==> src/rtl/result_buffer.sv <==
// ---------------------------------------------------------------------------
// result_buffer
//
// Purpose:
//   Downstream stage of the add/sub operation state machine. Every cycle that
//   in_valid is high counts as one distinct result. That result is written
//   into a small FIFO, so a slower consumer can pop results whenever it is
//   ready.
//   Alongside the FIFO the block keeps two saturating counters:
//     - a running sum of all accepted results, with a sticky overflow flag;
//     - a count of results that were dropped because the FIFO was full.
//   All outputs are registered or decoded from registers. No combinational
//   path runs from in_valid to any output.
//
// Ports:
//   clk       in   system clock; all state changes on the rising edge
//   reset     in   synchronous, active-high; clears all state
//   in_valid  in   result strobe from the upstream out_valid
//   in_res    in   result value from the upstream out_res (DATA_W bits)
//   rd_en     in   consumer pop request
//   rd_data   out  last popped value; registered, holds between pops
//   rd_valid  out  one-cycle pulse: rd_data was popped on the last edge
//   full      out  count == DEPTH
//   empty     out  count == 0
//   count     out  current occupancy ($clog2(DEPTH)+1 bits)
//   acc_sum   out  saturating sum of accepted results (ACC_W bits)
//   acc_ovf   out  sticky; set when the unclamped sum exceeded the maximum
//   drop_cnt  out  saturating (at 255) count of rejected writes
// ---------------------------------------------------------------------------
module result_buffer #(
   parameter int DATA_W = 4,
   parameter int DEPTH  = 4,   // power of two, at least 2
   parameter int ACC_W  = 8    // must exceed DATA_W
) (
   input  logic                     clk,
   input  logic                     reset,
   input  logic                     in_valid,
   input  logic [DATA_W-1:0]        in_res,
   input  logic                     rd_en,
   output logic [DATA_W-1:0]        rd_data,
   output logic                     rd_valid,
   output logic                     full,
   output logic                     empty,
   output logic [$clog2(DEPTH):0]   count,
   output logic [ACC_W-1:0]         acc_sum,
   output logic                     acc_ovf,
   output logic [7:0]               drop_cnt
);

   localparam int PTR_W = $clog2(DEPTH);
   localparam int CNT_W = PTR_W + 1;

   logic [DATA_W-1:0] mem [DEPTH];
   logic [PTR_W-1:0]  wr_ptr;
   logic [PTR_W-1:0]  rd_ptr;

   logic              wr_ok;
   logic              rd_ok;
   logic              drop;
   logic [ACC_W:0]    sum_ext;   // one extra bit catches the carry out

   // Status flags come straight from the registered count.
   assign full  = (count == CNT_W'(DEPTH));
   assign empty = (count == '0);

   // When the FIFO is full, a write is still accepted if a pop happens in the
   // same cycle, because the pop frees a slot. The empty check in rd_ok means
   // a write never bypasses straight to the reader.
   assign wr_ok = in_valid && (!full || rd_en);
   assign rd_ok = rd_en && !empty;
   assign drop  = in_valid && full && !rd_en;

   assign sum_ext = {1'b0, acc_sum} + (ACC_W+1)'(in_res);

   // NOTE: The storage array has no reset. After a reset, occupancy and the
   // pointers are zero, so any stale entry can never be read. Leaving the
   // array unreset lets it map onto plain RAM or flops without a reset net.
   always_ff @(posedge clk) begin
      if (wr_ok) begin
         mem[wr_ptr] <= in_res;
      end
   end

   // NOTE: Every register in this block is assigned with <=. Each statement
   // then sees the values from before the edge. That matters for a full FIFO
   // with a pop and a write in the same cycle: wr_ptr == rd_ptr, and the read
   // must return the old entry, not the new value going into that same slot.
   always_ff @(posedge clk) begin
      if (reset) begin
         wr_ptr   <= '0;
         rd_ptr   <= '0;
         count    <= '0;
         rd_data  <= '0;
         rd_valid <= 1'b0;
         acc_sum  <= '0;
         acc_ovf  <= 1'b0;
         drop_cnt <= '0;
      end else begin
         rd_valid <= rd_ok;

         // DEPTH is a power of two, so the pointers wrap on their own.
         if (wr_ok) begin
            wr_ptr <= wr_ptr + 1'b1;
         end

         if (rd_ok) begin
            rd_data <= mem[rd_ptr];
            rd_ptr  <= rd_ptr + 1'b1;
         end

         // A write and a read in the same cycle leave the count unchanged.
         if (wr_ok && !rd_ok) begin
            count <= count + 1'b1;
         end else if (!wr_ok && rd_ok) begin
            count <= count - 1'b1;
         end

         if (wr_ok) begin
            if (sum_ext[ACC_W]) begin
               acc_sum <= '1;
               acc_ovf <= 1'b1;
            end else begin
               acc_sum <= sum_ext[ACC_W-1:0];
            end
         end

         if (drop && (drop_cnt != 8'hFF)) begin
            drop_cnt <= drop_cnt + 1'b1;
         end
      end
   end

endmodule

==> config.mk <==
export PLATFORM = sky130hd
export DESIGN_NAME = result_buffer
export DESIGN_NICKNAME = d
export VERILOG_FILES = /design/src/rtl/result_buffer.sv
export SDC_FILE = /design/constraint.sdc
export NUM_CORES = 1
export LEC_CHECK = 0
export BUFFER_PORTS_ARGS = -buffer_cell sky130_fd_sc_hd__buf_2
export CAP_MARGIN = 5
export CORE_ASPECT_RATIO = 0.5
export CORE_MARGIN = 5
export CORE_UTILIZATION = 25
export DETAILED_ROUTE_END_ITERATION = 12
export MAX_ROUTING_LAYER = met4
export SETUP_SLACK_MARGIN = 0.15
export SYNTH_ARGS = -nofsm -noshare
export SYNTH_HDL_FRONTEND = slang
export SYNTH_SLANG_ARGS = --single-unit
==> constraint.sdc <==
create_clock -name clk -period 3 [get_ports clk]
set_input_delay 0.15 -clock clk [delete_from_list [all_inputs] [get_ports clk]]
set_output_delay 0.15 -clock clk [all_outputs]
set_load 0.01 [all_outputs]
==> results.ini, run 1 <==
[die]
die_w_um = 138
die_y_um = 74.1
fp.coreArea_um2 = 8000
ios = 35
initial_core_util_pct = 25.6
rows = 23
dieArea_um2 = 10200

[sta]
fin_crit_sh_pct = 77.4
fin_crit_ps = 2320
fin_hold_ws_ps = 119
fmax_mhz = 431
finalMaxSlewViolations = 0
tns_ps = 0
relSlewSlack_pct = 53.8
worst_pin_slew_ps = 688
setup_viol = 0
hold_viol = 0
finalClockSkew_ps = 2.59
rsz0062_at_grt = no

[global_route]
antenna_found_initial = 0
grt_remaining_overflow = 0
grt_max_degree = 28
grtUsageTotal_pct = 8.91
grt_pass1_wl_um = 7140
grt_pass1_vias = 1509

[detailed_routing]
firstDrtPassIters = 4
drc_errors = 0
viasPerCell = 4.39
drt-initial-drc-count = 89
wl_per_cell_um = 12.9
antenna_left = 0
totalWireLength_um = 4270
num_vias = 1450

[worst_setup_path]
required_ps = 3210
critPathKind = flip-flop to flip-flop
cp-end-kind = flip-flop
cpMaxStageDelayCell = dfxtp_1
critPathMaxStageDelay_ps = 540
arrival_ps = 2530
startpoint_type = flip-flop
path_max_fanout = 16
crit_chain = nor4b_4 -> nor2_1 -> buf_4 -> ha_1 -> inv_1 -> fa_1 -> xor2_1 -> or3_1 -> a21oi_1

[synth]
avgSynthCellArea_um2 = 11.4
synth_cell_types = 40
synth-seq-cells = 45
yosys.area.top_type_share_pct = 28.3
synth_area_leader_cell = dfxtp_1
synthCells = 180
netlist_area_um2 = 2050
synthArstFlopShare_pct = 0
yosysSeqAreaShare_pct = 51.7
synthTopCellsByCount = dfxtp_1, nor2_1, edfxtp_1, a21oi_1, inv_1
synth-edff-count = 16
ys.flop_type = dfxtp_1
yosysMostFrequentCell = dfxtp_1
synth_area_leaders = dfxtp_1, edfxtp_1, ha_1, mux4_2, nor2_1
yosysWarningCount = 0
synthesis.nets = 200

[cells_and_area]
syn_to_final_growth_pct = 21.1
drive_gt1_share_pct = 24.8
fin_nets = 237
multi_input_area_um2 = 918
seq_area_um2 = 1060
fill_cells = 827
diodes = 0

[clocking]
ctsLongestPathBuffers = 2
cts-htree-levels = 2
numCtsBuffers = 5
clk_latency_ps = 280
post-cts-setup-buffers = 0
cts-root-buf = clkbuf_16
cts_hold_buffers = 0
cts_resized = 0
clock-sinks = 45
cts_tree = done
clk_pin_slew_ps = 60

[run]
cap_violations = 0

[status]
status = finished, final reports clean

[placement]
portBuffers = 34
dpl.hpwl_um = 3250
globalplace.congestion = 0.838

[pwr]
ir_drop_v = 0.000246
p_leak_nw = 1.00
p_per_area_nw_per_um2 = 731

[min_path]
min_path_type = input pin to flip-flop

==> flip-flops by register name (all words and copies together) (netlist names) <==
signal and flops:
mem 16, rd_ptr 2, wr_ptr 2, drop_cnt 8, count 3, rd_valid 1
acc_ovf 1, acc_sum 8, rd_data 4
==> cell usage in the layout (no fill, tap or decap), drive strengths merged, types with 5 or more instances in the layout <==
cell	instances
buf	36
dfxtp	29
nor2	21
edfxtp	16
a21oi	12
inv	11
ha	10
mux2i	7
o21ai	6
clkbuf	6
and2	5
o31ai	5
==> report_power, final <==
part / switching, W / internal (W)
Clock: 0.000210 / 0.000306
Sequential: 0.0000943 / 0.000714
Combinational: 0.000255 / 0.000238
==> cells by family after synthesis <==
family | synth area share, %
buffers and inverters | 3.54
flip-flops | 51.7
XOR/XNOR | 3.41
AO/OA/AOI/OAI | 11.9
adder cells (fa/ha/maj) | 8.05
multiplexers | 8.35
AND/OR/NAND/NOR | 13.0
==> per-stage QoR <==
| stage | util, % | std cells | power (W) | instance area [um^2] | setup slack, ps |
|---|---|---|---|---|---|
| 4_1_cts | 31.1 | 330 | 0.00184 | 2480 | 675 |
| 3_5_place_dp | 29.3 | 322 | 0.00132 | 2350 | 695 |
| 5_1_grt | 31.1 | 330 | 0.00194 | 2480 | 519 |
| 6_report | 31.1 | 330 | 0.00182 | 2480 | 678 |
| 2_1_floorplan | - | 180 | 0.00115 | 2050 | 619 |
| 3_3_place_gp | 29.3 | 322 | 0.00128 | 2350 | 826 |
==> final cells by class <==
class                           count  share of cell area, %
Multi-Input combinational cell    118                   37.0
Clock inverter                      2                  0.403
Inverter                           11                   1.66
Tap cell                          112                   5.64
Sequential cell                    45                   42.7
Clock buffer                        6                   5.19
Timing Repair Buffer               36                   7.45
==> path summary, 6_finish.rpt <==
| check | start | endpoint | slack [ps] | depth (start not counted) |
|---|---|---|---|---|
| setup reg to reg | count[0]$_SDFFE_PP0P_ | count[2]$_SDFFE_PP0P_ | 680 | 9 |
| hold / removal | in_res[0] | mem[0][0]$_DFFE_PP_ | 120 | 1 |
| hold reg to reg | acc_ovf$_SDFFE_PP0P_ | acc_ovf$_SDFFE_PP0P_ | 470 | 2 |
| setup / recovery | count[0]$_SDFFE_PP0P_ | count[2]$_SDFFE_PP0P_ | 680 | 9 |
==> metal layers <==
metal / share of wire, % / up-vias / wire length, um / GRT usage [%]
met2: 49 / 20 / 2080 / 15.7
li1: - / 736 / - / -
met1: 47 / 692 / 2000 / 9.98
met5: 0 / - / 0 / -
met3: 3.1 / 2 / 131 / 2.06
met4: 1.1 / 0 / 47 / 3.94
==> worst max-delay path, delay by kind of cell (launching register included) <==
kind | cells | cell delay, ps
XOR/XNOR | 1 | 170
AO/OA/AOI/OAI | 1 | 150
AND/OR/NAND/NOR | 3 | 530
buffers and inverters | 2 | 270
adder cells (fa/ha/maj) | 2 | 580
flip-flops | 1 | 540
(Power assumes the default switching activity.)
==> run 2, diff against run 1 <==
Settings changed: ABC_AREA from default to 1.
Clock period 3 ns to 2.2 ns, I/O delays scaled along.
==> run 2 against run 1 <==
  * Sequential share of layout area down 2.4 points
  * Area after synthesis up 5.6%
  * Setup slack worse by 330 ps
  * Global-route usage down 0.39 points
  * Sequential power up 34%
  * Clock power up 52%
  * Critical path depth up 3
  * Fmax up 26%
  * Clock skew up 2.5 ps
==> results.ini, run 2 <==
[global_route]
grt_remaining_overflow = 0
grt_max_degree = 19
grtUsageMet1_pct = 10.3
met2_usage_pct = 13.9
use_met3_pct = 2.13
grtUsageTotal_pct = 8.52
grt_pass1_vias = 1437
grt_pass1_wl_um = 6950
antenna_found_initial = 0
grt_busiest_layer = met2

[sta]
tns_ps = 0
hold_viol = 0
fin_crit_ps = 1850
finalClockSkew_ps = 5.09
finalMaxSlewViolations = 0
relSlewSlack_pct = 65.5
setup_viol = 0
worst_pin_slew_ps = 517
rsz0062_at_grt = no
fin_crit_sh_pct = 84.0
fmax_mhz = 541

[detailed_routing]
drc_errors = 0
totalWireLength_um = 4370
wl_per_cell_um = 10.8
viasPerCell = 4.05
num_vias = 1640
drt-initial-drc-count = 166
firstDrtPassIters = 4
antenna_left = 0

[synth]
synthCells = 248
ys.flop_type = dfxtp_1
synth_area_leader_cell = dfxtp_1
synthesis.nets = 268
synth-seq-cells = 45
synth_cell_types = 29
synthTopCellsByCount = nand2_1, nor2_1, dfxtp_1, inv_1, o21ai_0
netlist_area_um2 = 2170
yosysMostFrequentCell = nand2_1
yosysWarningCount = 0
yosys.area.top_type_share_pct = 26.8
synth_area_leaders = dfxtp_1, edfxtp_1, nand2_1, nor2_1, ha_1
synthArstFlopShare_pct = 0
avgSynthCellArea_um2 = 8.74
yosysSeqAreaShare_pct = 49.0
synth-edff-count = 16

[die]
ios = 35
dieArea_um2 = 10700
die_y_um = 75.8
fp.coreArea_um2 = 8590
initial_core_util_pct = 25.2
die_w_um = 142
rows = 24

[cells_and_area]
fin_area_um2 = 2640
largest_reg_flops = 16
largest-register = mem
diodes = 0
drive_gt1_share_pct = 22.6
mostFrequentLayoutCells = nand2_1, nor2_1, buf_2
fin_cells = 405
syn_to_final_growth_pct = 21.7
final_common_cell = nand2_1
largest_registers = mem: 16 flops, acc_sum: 8 flops, drop_cnt: 8 flops
fin_nets = 307

[clocking]
clk_pin_slew_ps = 70
clk_latency_ps = 290
clock-sinks = 45
numCtsBuffers = 5
cts-root-buf = clkbuf_16
cts-htree-levels = 2
ctsLongestPathBuffers = 2
cts_tree = done

[worst_setup_path]
cp-end-kind = flip-flop
arrival_ps = 2030
path_max_fanout = 5
startpoint_type = flip-flop
required_ps = 2380
critPathKind = flip-flop to flip-flop

[pwr]
p_leak_nw = 1.13
ir_drop_v = 0.000267
comb_power_share_pct = 24.8
p_per_area_nw_per_um2 = 941
p_sw_w = 0.000824
power.internal_w = 0.00166
p_seq_share_pct = 43.6
clockPowerShare_pct = 31.7
swShare_pct = 33.2

[placement]
placed_area_um2 = 2470
globalplace.congestion = 0.732
portBuffers = 34
dpl.hpwl_um = 3200
dp.cells = 396

[status]
status = finished, final reports clean

[run]
cap_violations = 0

[min_path]
min_path_type = input pin to flip-flop

==> run 2: cell count changes in the layout (fill, tap and decap cells not counted), moves of 6 or more <==
cell,before,now
nor2_1,21,36
o21ai_0,6,19
a21oi_2,0,6
mux2i_1,7,0
nand2_1,3,42
inv_1,11,28
==> run 2: cell families after synthesis <==
group / count (synthesis) / synth area share (%)
xor gates and xnor gates: 9 / 3.64
DFF: 45 / 49.0
adders and majority gates: 12 / 7.62
and+or+nand+nor: 99 / 20.4
buffers and inverters: 34 / 6.58
AOI/OAI and AO/OA: 49 / 12.8
==> run 2: worst max-delay path, cell delays in order, from the launching register on <==
cell     delay, ps
dfxtp_2        360
nor2_4         130
nand2_1         60
inv_1          100
nor2_4          50
inv_1           90
ha_1           150
inv_1           70
fa_2           340
a21oi_1        140
o21ai_1         90
o21ai_1        120
a21oi_1         50
==> run 2: path summary, 6_finish.rpt <==
path	slack [ps]	startpoint	depth (start not counted)	end
setup / recovery	350	count[1]$_SDFFE_PP0P_	12	count[2]$_SDFFE_PP0P_
hold reg to reg	460	acc_ovf$_SDFFE_PP0P_	2	acc_ovf$_SDFFE_PP0P_
hold / removal	70	in_res[2]	1	mem[2][2]$_DFFE_PP_
setup reg to reg	350	count[1]$_SDFFE_PP0P_	12	count[2]$_SDFFE_PP0P_
==> run 2: final cells by class <==
class	count	area (um^2)
Tap cell	117	146
Multi-Input combinational cell	169	971
Clock inverter	3	28.8
Clock buffer	5	125
Fill cell	924	5950
Timing Repair Buffer	36	185
Sequential cell	45	1060
Inverter	30	118
==> run 2: power groups by stage <==
stage                     combinational (W)  sequential [W]  clock [W]
after global placement             0.000591         0.00109          0
final                              0.000614         0.00108   0.000786
after detailed placement           0.000599         0.00109          0
after floorplan                    0.000393         0.00110          0
after global routing               0.000706         0.00110   0.000845
after CTS                          0.000602         0.00107   0.000807
==> run 2: what timing repair did <==
item | 4_1_cts | 5_1_grt
setup endpoints to repair | 0 | 2
gates resized for setup | 0 | 6
buffers inserted | 0 | 1
hold buffers | 0 | 0
==> run 2: stage by stage <==
stage	utilization, %	total power (W)	hold WS (ps)	setup slack, ps
after detailed placement	28.7	0.00169	364	185
after global routing	30.7	0.00265	62.4	169
final	30.7	0.00248	66.5	353
after CTS	30.5	0.00248	62.7	173
after floorplan	-	0.00149	172	243
after global placement	28.7	0.00169	363	222
==> run 2: routing by layer <==
| metal | share of wire (%) | up-vias |
|---|---|---|
| li1 | - | 886 |
| met1 | 48 | 728 |
| met2 | 48 | 20 |
| met3 | 3.5 | 6 |
| met4 | 1.0 | 0 |
| met5 | 0 | - |
==> run 3, diff against run 2 <==
Clock period 2.2 ns to 1.7 ns, I/O delays scaled along.
==> run 3 against run 2 <==
  * The run now ends with setup timing left
  * Register-to-register slack worse by 380 ps
  * Critical path depth did not move
  * Core utilization rose by 1.7 points
  * Cell count increased by 2.7%
  * Final area up 5.5%
  * Clock power increased by 23%
  * Die area unchanged
  * Critical path type unchanged
  * Critical endpoint unchanged
  * Fmax is 6.8% higher
  * Count of clock-buffer cells in the layout is the same
  * Sequential share of layout area is 1.8 points lower
==> results.ini, run 3 (synthesis results as in run 2) <==
[status]
status = finished with violations
failed_checks = setup timing

[placement]
globalplace.congestion = 0.780
dpl.hpwl_um = 3230
dp_slack_ps = 4.07
dp.cells = 402
portBuffers = 34

[global_route]
grt_pass1_wl_um = 7490
grt_remaining_overflow = 0
grt_max_degree = 19
antenna_found_initial = 0
grt_pass1_vias = 1598
grtUsageTotal_pct = 8.98

[worst_setup_path]
crit_path_start = count[1]$_SDFFE_PP0P_
path_delay_family = adder cells
rr_worst_depth = 12
required_ps = 1870
cp-end-kind = flip-flop
critPathBufInv = 3
timing.rr.end = count[2]$_SDFFE_PP0P_
crit_chain = nor2_4 -> nand2_1 -> inv_2 -> nor2_4 -> inv_2 -> ha_4 -> inv_2 -> fa_2 -> a21oi_2 -> o21ai_2 -> o21ai_1 -> a21oi_1
critPathKind = flip-flop to flip-flop
r2r-start = count[1]$_SDFFE_PP0P_
cp.depth = 12
crit_path_frequent_cell = inv_2
startpoint_type = flip-flop
arrival_ps = 1900
cpMaxStageDelayCell = dfxtp_4
rrSetupSlack_ps = -30
path_max_fanout = 2
critPathMaxStageDelay_ps = 350

[sta]
fin_crit_ps = 1730
finalClockSkew_ps = 3.55
fin_crit_sh_pct = 102
worst_pin_slew_ps = 585
worst_slack_ps = -29.8
setup_viol = 1
tns_ps = -29.8
relSlewSlack_pct = 61.0
finalMaxSlewViolations = 0
fmax_mhz = 578
hold_viol = 0
rsz0062_at_grt = yes

[die]
rows = 24
initial_core_util_pct = 25.2
dieArea_um2 = 10700
ios = 35
die_y_um = 75.8
die_w_um = 142
fp.coreArea_um2 = 8590

[detailed_routing]
antenna_left = 0
wl_per_cell_um = 10.8
drt-initial-drc-count = 128
firstDrtPassIters = 4
drc_errors = 0
totalWireLength_um = 4490
viasPerCell = 4.11
num_vias = 1708

[clocking]
numCtsBuffers = 5
clk_latency_ps = 280
cts_tree = done
cts-htree-levels = 2
ctsLongestPathBuffers = 2
cts-root-buf = clkbuf_16
clk_pin_slew_ps = 70
clock-sinks = 45
cts_hold_buffers = 0

[cells_and_area]
final_common_cell = nand2_1
largest_reg_flops = 16
syn_to_final_growth_pct = 28.3
fin_cells = 416
largest_registers = mem: 16 flops, acc_sum: 8 flops, drop_cnt: 8 flops
diodes = 0
fill_cells = 914
mostFrequentLayoutCells = nand2_1, nor2_1, buf_2
drive_gt1_share_pct = 29.8
largest-register = mem
fin_nets = 318
fin_util_pct = 32.4

[pwr]
p_per_area_nw_per_um2 = 1220
power_w = 0.00340
p_leak_nw = 1.19
ir_drop_v = 0.000358

[run]
cap_violations = 0

[min_path]
hp-start = in_res[2]
min_to = mem[2][2]$_DFFE_PP_
min_path_type = input pin to flip-flop
holdPathStages = 1

==> run 3: changes by cell type in the layout (fill, tap and decap cells not counted), sizes merged <==
cell | before | now
inv | 33 | 31
buf | 36 | 47
clkinv | 0 | 1
clkinvlp | 0 | 1
==> run 3: layout make-up <==
class	count	area, um^2	area share [%]
tap	117	146	5.26
sequential	45	1070	38.5
clock inverter	3	21.3	0.765
inverter	30	118	4.23
multi-input combinational	169	1030	37.1
clock buffer	5	125	4.50
timing repair buffer	47	268	9.63
==> run 3: worst max-delay path by stage <==
stage / endpoint / slack [ps]
after detailed placement: count[2]$_SDFFE_PP0P_ / 4
after global placement: count[2]$_SDFFE_PP0P_ / 30
after global routing: count[2]$_SDFFE_PP0P_ / -150
after floorplan: count[2]$_SDFFE_PP0P_ / -20
final: count[2]$_SDFFE_PP0P_ / -30
after CTS: count[2]$_SDFFE_PP0P_ / 0.1
==> run 3: worst reg2reg max path: stages (launching register included) <==
cell	delay, ps
dfxtp_4	350
nor2_4	110
nand2_1	70
inv_2	70
nor2_4	40
inv_2	70
ha_4	120
inv_2	40
fa_2	350
a21oi_2	140
o21ai_2	70
o21ai_1	130
a21oi_1	60
==> run 3: power by group <==
part / leakage [nW] / internal [W] / total, W / switching (W)
Clock: 0.0702 / 0.000547 / 0.000965 / 0.000418
Sequential: 0.386 / 0.00128 / 0.00138 / 0.000108
Combinational: 0.735 / 0.000478 / 0.00105 / 0.000571
Total: 1.19 / 0.00230 / 0.00340 / 0.00110
==> run 3: layer usage <==
layer | GRT usage [%] | routed length (um) | up-vias
li1 | - | - | 912
met1 | 11.3 | 2170 | 773
met2 | 14.0 | 2130 | 21
met3 | 2.76 | 165 | 2
met4 | 2.87 | 27 | 0
met5 | - | 0 | -
==> run 3: through the flow <==
step | cell area (um^2) | hold slack (ps)
after floorplan | 2200 | 147
after global placement | 2550 | 331
after detailed placement | 2550 | 335
after CTS | 2730 | 40.3
after global routing | 2780 | 59.3
final | 2780 | 41.3
==> run 3: timing repair <==
item	in CTS	in global routing
setup endpoints to repair	4	9
hold endpoints to repair	0	0
pin swaps	2	3
setup buffers	4	2
gates resized for setup	1	8
